==> config.mk <==
export PLATFORM = sky130hd
export DESIGN_NAME = counter_slot_arbiter
export DESIGN_NICKNAME = d
export VERILOG_FILES = /design/src/rtl/counter_slot_arbiter.sv
export SDC_FILE = /design/constraint.sdc
export NUM_CORES = 1
export LEC_CHECK = 0
export CAP_MARGIN = 40
export CORE_ASPECT_RATIO = 0.7
export CORE_MARGIN = 4
export CORE_UTILIZATION = 25
export CTS_CLUSTER_DIAMETER = 150
export DETAILED_ROUTE_END_ITERATION = 7
export PLACE_DENSITY_LB_ADDON = 0.08
export SLEW_MARGIN = 20
export SYNTH_ARGS = -nofsm -noshare
export SYNTH_HDL_FRONTEND = slang
export SYNTH_SLANG_ARGS = --single-unit
export TNS_END_PERCENT = 10
==> constraint.sdc <==
create_clock -name clk -period 3.2 [get_ports clk]
set_input_delay 0.32 -clock clk [delete_from_list [all_inputs] [get_ports clk]]
set_output_delay 0.32 -clock clk [all_outputs]
set_load 0.005 [all_outputs]
==> src/rtl/counter_slot_arbiter.sv <==
// counter_slot_arbiter
//   Round-robin time-slot arbiter for a shared ripple up-counter. One requester
//   at a time owns the counter for (limit+1) counting cycles. The counter is
//   held in reset whenever no slot is running. done pulses at expiry.
//
// Ports
//   clk        in   clock, rising edge
//   reset      in   synchronous active-high reset
//   req        in   N_REQ level requests; dropping the owner's bit aborts its slot
//   limit      in   N_REQ packed terminal counts, requester i at [i*CNT_W +: CNT_W]
//   cnt_q      in   counter Q output
//   cnt_reset  out  counter reset, registered, high in every non-RUN cycle
//   grant      out  one-hot slot owner, zero when idle
//   done       out  one-cycle expiry pulse, coincident with the last grant cycle
//   busy       out  high in RUN and DONE
//
// state | meaning
// ------+----------------------------------------------------------
// IDLE  | counter held in reset, arbitrating among pending requests
// RUN   | counter released, comparing cnt_q against latched limit
// DONE  | one-cycle expiry, done high, counter back in reset
module counter_slot_arbiter #(
    parameter int N_REQ = 4,
    parameter int CNT_W = 8
) (
    input  logic                   clk,
    input  logic                   reset,
    input  logic [N_REQ-1:0]       req,
    input  logic [N_REQ*CNT_W-1:0] limit,
    input  logic [CNT_W-1:0]       cnt_q,
    output logic                   cnt_reset,
    output logic [N_REQ-1:0]       grant,
    output logic                   done,
    output logic                   busy
);

    localparam int IDX_W = (N_REQ > 1) ? $clog2(N_REQ) : 1;
    localparam logic [N_REQ-1:0] ONE_HOT_0 = {{(N_REQ-1){1'b0}}, 1'b1};

    typedef enum logic [1:0] {
        IDLE = 2'd0,
        RUN  = 2'd1,
        DONE = 2'd2
    } state_t;

    state_t             state_q;
    logic [CNT_W-1:0]   lim_q;
    logic [IDX_W-1:0]   owner_q;
    logic [IDX_W-1:0]   rr_q;

    logic [2*N_REQ-1:0] req_rot;
    logic               found;
    logic [IDX_W-1:0]   pos_idx;
    logic [IDX_W:0]     win_sum;
    logic [IDX_W-1:0]   win_idx;
    logic [IDX_W-1:0]   rr_next;
    logic [CNT_W-1:0]   win_lim;

    // Rotating a doubled copy of req right by rr puts the search start at bit 0,
    // so the first set bit is the round-robin winner offset from rr.
    always_comb begin
        req_rot = {req, req} >> rr_q;
        found   = 1'b0;
        pos_idx = '0;
        for (int k = 0; k < N_REQ; k++) begin
            if (!found && req_rot[k]) begin
                found   = 1'b1;
                pos_idx = IDX_W'(k);
            end
        end
        win_sum = {1'b0, rr_q} + {1'b0, pos_idx};
        if (win_sum >= (IDX_W+1)'(N_REQ)) begin
            win_sum = win_sum - (IDX_W+1)'(N_REQ);
        end
        win_idx = win_sum[IDX_W-1:0];
        rr_next = (win_idx == IDX_W'(N_REQ-1)) ? '0 : win_idx + IDX_W'(1);
        win_lim = limit[int'(win_idx)*CNT_W +: CNT_W];
    end

    always_ff @(posedge clk) begin
        if (reset) begin
            state_q   <= IDLE;
            grant     <= '0;
            done      <= 1'b0;
            busy      <= 1'b0;
            cnt_reset <= 1'b1;
            rr_q      <= '0;
            lim_q     <= '0;
            owner_q   <= '0;
        end else begin
            case (state_q)
                IDLE: begin
                    done      <= 1'b0;
                    cnt_reset <= 1'b1;
                    if (found) begin
                        state_q   <= RUN;
                        grant     <= ONE_HOT_0 << win_idx;
                        lim_q     <= win_lim;
                        owner_q   <= win_idx;
                        rr_q      <= rr_next;
                        cnt_reset <= 1'b0;
                        busy      <= 1'b1;
                    end
                end
                RUN: begin
                    // Abort wins over a same-cycle match: no done for a dropped slot.
                    if (!req[owner_q]) begin
                        state_q   <= IDLE;
                        grant     <= '0;
                        cnt_reset <= 1'b1;
                        busy      <= 1'b0;
                        done      <= 1'b0;
                    end else if (cnt_q == lim_q) begin
                        state_q   <= DONE;
                        done      <= 1'b1;
                        cnt_reset <= 1'b1;
                    end
                end
                DONE: begin
                    state_q   <= IDLE;
                    done      <= 1'b0;
                    grant     <= '0;
                    busy      <= 1'b0;
                    cnt_reset <= 1'b1;
                end
                default: begin
                    state_q   <= IDLE;
                    grant     <= '0;
                    done      <= 1'b0;
                    busy      <= 1'b0;
                    cnt_reset <= 1'b1;
                end
            endcase
        end
    end

endmodule

## Word level (Yosys, flattened, before mapping)

Index checks and enable logic that the tools add are counted.

| operators by class | value |
|---|---|
| add/sub/neg operators | 3 |
| mux-type cells | 25 |
| equality and inequality tests | 6 |
| shift-type cells | 3 |
| reduce and logical (&&, ||, !) cells | 11 |
| $lt $le $gt $ge | 2 |
| bitwise gates (word level) | 2 |

Operator list:

| operator | number |
|---|---|
| 32-bit by 6-bit indexed part select with 8-bit output | 1 |
| 2-bit 2-to-1 mux | 7 |
| 1-bit 2-to-1 mux | 11 |
| 8-bit equality test | 1 |
| 4-bit 2-to-1 mux | 2 |
| 4-bit case mux with 2 select lines | 1 |
| 8-bit by 2-bit right shift with 4-bit output | 1 |
| 2-bit AND reduction | 3 |
| 2-bit != test (second input constant) | 2 |
| 1-bit case mux with 2 select lines | 2 |
| 2-bit case mux with 2 select lines | 1 |
| 1-bit by 2-bit << shifter with 4-bit output (first input constant) | 1 |
| 2-bit by 2-bit adder with 3-bit output | 1 |
| 3-bit >= comparator (second input constant) | 1 |
| 1-bit logical AND | 3 |
| 1-bit logical NOT | 3 |
| 2-bit by 3-bit less-than comparator with 1-bit output (second input constant) | 1 |
| 3-bit != test (second input constant) | 1 |
| 3-bit OR reduction | 1 |
| 2-bit by 1-bit adder with 2-bit output (second input constant) | 1 |
| 1-bit binary-select mux with 2-bit select | 1 |
| 2-bit by 1-bit equality test with 1-bit output (second input constant) | 1 |
| 2-bit equality test (second input constant) | 1 |
| 2-bit logical NOT | 1 |
| 2 further kinds | 3 |

| storage, ports and cells | value |
|---|---|
| word-level logic and storage cells | 60 |
| flip-flop bits (word level) | 21 |

## Longest topological paths before layout

| depth | value |
|---|---|
| depth in word-level cells | 17 |
| mapped depth | 15 |

## Worst setup path before layout

Ideal clock, no wire load.

| timing path | value |
|---|---|
| path kind | register to register |
| start | reg rr_q[0] |
| end | reg rr_q[0] |
| data arrival time | 2.394 ns |
| period minus slack after synthesis | 2.522 ns |
| setup slack | 0.678 ns |
| stages on the path, launching flop included | 15 |
| cells stage by stage | dfxtp_1 buf_6 nor2_1 a221oi_1 a21oi_1 a211o_1 ha_1 xnor2_1 or3_1 buf_2 nand2_1 ha_1 nor3_1 a21oi_1 nor2_1 |

| between the ends | value |
|---|---|
| cells in the longest elaborated chain, start to end | 16 |
| elaborated cells on any way between the ends | 22 |
| those cells by class | 3 x add/sub; 1 x order compare; 1 x eq/ne; 1 x shift; 9 x mux; 7 x reduce/logical |

RTL lines:

| item | line | source |
|---|---|---|
| from (decl) | 49 | `logic [IDX_W-1:0] rr_q;` |
| from (signal assigned) | 100 | `rr_q <= rr_next;` |
| 8-bit by 2-bit right shift with 4-bit output | 62 | `req_rot = {req, req} >> rr_q;` |
| 1-bit 2-to-1 mux | 66 | `if (!found && req_rot[k]) begin` |
| 1-bit logical NOT | 66 |  |
| 1-bit logical AND | 66 |  |
| 1-bit 2-to-1 mux | 66 |  |
| 1-bit logical NOT | 66 |  |
| 1-bit logical AND | 66 |  |
| 1-bit 2-to-1 mux | 66 |  |
| 1-bit logical NOT | 66 |  |
| 1-bit logical AND | 66 |  |
| 2-bit 2-to-1 mux | 66 |  |
| 2-bit by 2-bit adder with 3-bit output | 71 | `win_sum = {1'b0, rr_q} + {1'b0, pos_idx};` |
| 3-bit >= comparator or 2-bit by 1-bit subtractor with 2-bit output (tied branches) | 72, 73 |  |
| 2-bit 2-to-1 mux | 72 | `if (win_sum >= (IDX_W+1)'(N_REQ)) begin` |
| 2-bit by 1-bit adder with 2-bit output or 2-bit equality test (tied branches) | 76 | `rr_next = (win_idx == IDX_W'(N_REQ-1)) ? '0 : win_idx + IDX_W'(1);` |
| 2-bit 2-to-1 mux | 76 |  |

Several ways; a longest one is shown, not always the timed one.
A chain may end at the register's enable or synchronous reset.

## Final worst setup path

| timing path | value |
|---|---|
| start | reg rr_q[0] |
| end | reg lim_q[0] |

| between the ends | value |
|---|---|
| cells in the longest elaborated chain, start to end | 15 |
| elaborated cells on any way between the ends | 20 |
| those cells by class | 2 x add/sub; 1 x order compare; 2 x shift; 8 x mux; 7 x reduce/logical |

RTL lines:

| item | line | source |
|---|---|---|
| 8-bit by 2-bit right shift with 4-bit output | 62 |  |
| 1-bit 2-to-1 mux | 66 |  |
| 1-bit logical NOT | 66 |  |
| 1-bit logical AND | 66 |  |
| 1-bit 2-to-1 mux | 66 |  |
| 1-bit logical NOT | 66 |  |
| 1-bit logical AND | 66 |  |
| 1-bit 2-to-1 mux | 66 |  |
| 1-bit logical NOT | 66 |  |
| 1-bit logical AND | 66 |  |
| 2-bit 2-to-1 mux | 66 |  |
| 2-bit by 2-bit adder with 3-bit output | 71 |  |
| 3-bit >= comparator or 2-bit by 1-bit subtractor with 2-bit output (tied branches) | 72, 73 |  |
| 2-bit 2-to-1 mux | 72 |  |
| 32-bit by 6-bit indexed part select with 8-bit output | 77 | `win_lim = limit[int'(win_idx)*CNT_W +: CNT_W];` |
| to (signal assigned) | 98 | `lim_q <= win_lim;` |
| to (decl) | 47 | `logic [CNT_W-1:0] lim_q;` |

Several ways; a longest one is shown, not always the timed one.

==> results.yml <==
run_status:
  status: "finished clean"
clock_tree:
  clk_latency_ns: 0.27
  path_clk_slew_ns: 0.08
  cts_buffers: 3
  ctsResizeCount: 0
  cts_tree: "yes"
  clock_path_buffers: 2
  cts_sinks: 21
  hold_buffers: 0
  cts_setup_buffers: 0
  h-tree-depth: 1
  root_buffer: "clkbuf_8"
timing:
  whs_ns: 0.459
  rsz0062_at_grt: "no"
  tns_ns: 0
  min_period_ns: 2.73
  skew_ns: 0.00346
  fin_ws_ns: 0.475
  setup_violations: 0
  tightest_slew_ns: 0.725
  hold_violations: 0
  slew_headroom_pct: 51.3
  timing.fmax_mhz: 367
  timing.final.crit_share_pct: 85.2
  final_max_slew_viol_count: 0
critical_path:
  slowest_delay_ns: 0.52
  crit_path_cell_trace: "nor2_1, a221oi_1, a21oi_1, a211o_1, ha_1, xnor2_1, or3_1, buf_4, and3_1, o41ai_2"
  cpMaxStageDelayCell: "dfxtp_1"
  critPathLaunchType: "flip-flop"
  arrival_ns: 2.90
  cp_top_family: "compound AO/OA/AOI/OAI gates"
  path_max_fanout: 10
  critPathKind: "flip-flop to flip-flop"
  worstPathRequired_ns: 3.37
  crit_buf_inv: 1
  crit_path_end_kind: "flip-flop"
pwr:
  clock_power_share_pct: 11.0
  power_density_nw_per_um2: 762
  power_mw: 1.63
  ir_drop_mv: 0.337
  p_int_mw: 0.966
  power.switching_mw: 0.665
  p_comb_share_pct: 62.8
  power.leakage_nw: 0.846
  p_seq_share_pct: 26.3
  switching_share_pct: 40.8
detailed_routing:
  drt_iter0_drc: 55
  num_vias: 1407
  wl_per_cell_um: 14.5
  drc: 0
  postRouteAntennaNets: 0
  viasPerCell: 4.84
  drt_wl_total_mm: 4.23
  first_pass_iters: 4
die:
  core-area_um2: 5870
  ios: 53
  die_h_um: 74.0
  row_count: 23
  die-area_um2: 7580
  initial_core_util_pct: 26.5
  dieWidth_um: 102
cells_and_area:
  n_antenna_cell: 0
  final_layout_size_suffix_gt1_share_pct: 18.1
  final_area_um2: 2140
  nets: 266
  syn2layout_area_growth_pct: 37.3
global_route:
  antenna_found_initial: 0
  grt_pass1_vias: 1418
  overflow: 0
  grt_pass1_wl_mm: 6.84
  grt_usage_pct: 11.5
  grt_max_degree: 31
synth:
  syn-num-nets: 217
  avgSynthCellArea_um2: 9.27
  seq_area_frac_synth_pct: 27.0
  synth_area_leader_cell: "dfxtp_1"
  netlist_top_cells_area: "dfxtp_1 27%, o41ai_2 8.4%, a221oi_2 7.7%"
  synth.distinct_cells: 40
  syn_area_um2: 1560
  yosysWarnings: 0
  synth_top_area_share_pct: 27.0
  ys_ff_latch: 21
  netlist_instances: 168
place:
  dp_slack_ns: 0.213
  place_area_um2: 2090
  gp_congestion: 0.829
  dpl.hpwl_mm: 3.34
  portBuffers: 52
run:
  cap_violations: 0
worst_hold_path:
  hp-class: "flip-flop to flip-flop"
-- routing by layer --
metal / vias to the layer above / routed length (um) / GRT usage (%)
li1: 708 / - / -
met1: 666 / 2020 / 15.1
met2: 31 / 1980 / 19.0
met3: 2 / 202 / 3.37
met4: 0 / 23 / 2.18
met5: - / 0 / 0
-- registers in the layout, indices dropped and copies added, names as in the netlist --
| name | count |
|---|---|
| busy | 1 |
| cnt_reset | 1 |
| done | 1 |
| grant | 4 |
| lim_q | 8 |
| owner_q | 2 |
| rr_q | 2 |
| state_q | 2 |
-- cell usage in the layout (no fill, tap or decap), drive strengths merged, types with 2 or more instances in the layout --
| cell | instances |
|---|---|
| inv | 3 |
| buf | 8 |
| nor2 | 18 |
| o21ai | 2 |
| nand2b | 3 |
| o211ai | 2 |
| nor4 | 3 |
| a221oi | 9 |
| dfxtp | 21 |
| nand2 | 19 |
| xor2 | 8 |
| nor3 | 4 |
| or3 | 2 |
| and2b | 8 |
| mux2i | 9 |
| o41ai | 9 |
| clkdlybuf4s50 | 52 |
| a22oi | 2 |
| ha | 3 |
| a21oi | 10 |
| clkbuf | 4 |
| and3 | 8 |
-- synthesized netlist by cell type, drive strengths merged --
master        n
inv           3
nor3          4
a22oi         2
o41ai         9
nand2        19
and3          8
o2111ai       1
a211o         1
and2b         8
nor2         18
xor2          8
mux2i         9
o31ai         1
and2          1
a221oi        9
o211ai        2
o21ai         2
buf          10
xnor2         1
mux2          1
a21oi        10
dlygate4sd1   1
ha            3
a32oi         1
nand4         1
dfxtp        21
nor4          3
a311oi        1
or3           2
clkbuf        5
nand2b        3
-- metrics by stage --
step / instances / utilization, %
after floorplan: 168 / -
after global placement: 287 / 35.7
after detailed placement: 287 / 35.7
after CTS: 291 / 36.4
after global routing: 291 / 36.4
final: 291 / 36.4
-- power by group through the flow --
stage	logic (mW)	registers, mW	clock network (mW)
finish	1.02	0.428	0.179
global route	1.14	0.440	0.197
floorplan	0.843	0.408	0
detailed placement	1.03	0.436	0
global placement	1.02	0.433	0
CTS	1.04	0.430	0.187
-- path summary, 6_finish.rpt --
check,slack (ns),startpoint,endpoint,depth (start not counted)
min,0.46,grant[1],grant[1],2
max reg2reg,0.47,rr_q[0],lim_q[0],10
min reg2reg,0.46,grant[1],grant[1],2
max,0.47,rr_q[0],lim_q[0],10
-- worst min-delay path, stage by stage (launching register included) --
cell	delay (ns)
dfxtp_1	0.31
nand2_1	0.05
a21oi_1	0.05
-- cells by family (layout without fill, tap and decap cells) --
family / after synthesis / in the layout / share of synthesized area (%)
DFF: 21 / 21 / 27.0
and+or+nand+nor: 67 / 67 / 22.4
buffers and inverters: 19 / 67 / 10.4
adders and majority gates: 3 / 3 / 2.41
xor gates and xnor gates: 9 / 9 / 5.06
muxes: 10 / 10 / 6.51
AOI/OAI and AO/OA: 39 / 39 / 26.3
-- area by class of cell --
class	count	area (um^2)
Clock buffer	4	45.0
Tap cell	75	93.8
Inverter	3	11.3
Timing Repair Buffer	60	593
Sequential cell	21	420
Multi-Input combinational cell	128	976
Fill cell	604	3730
No activity file was read; power rests on OpenSTA's default activity.
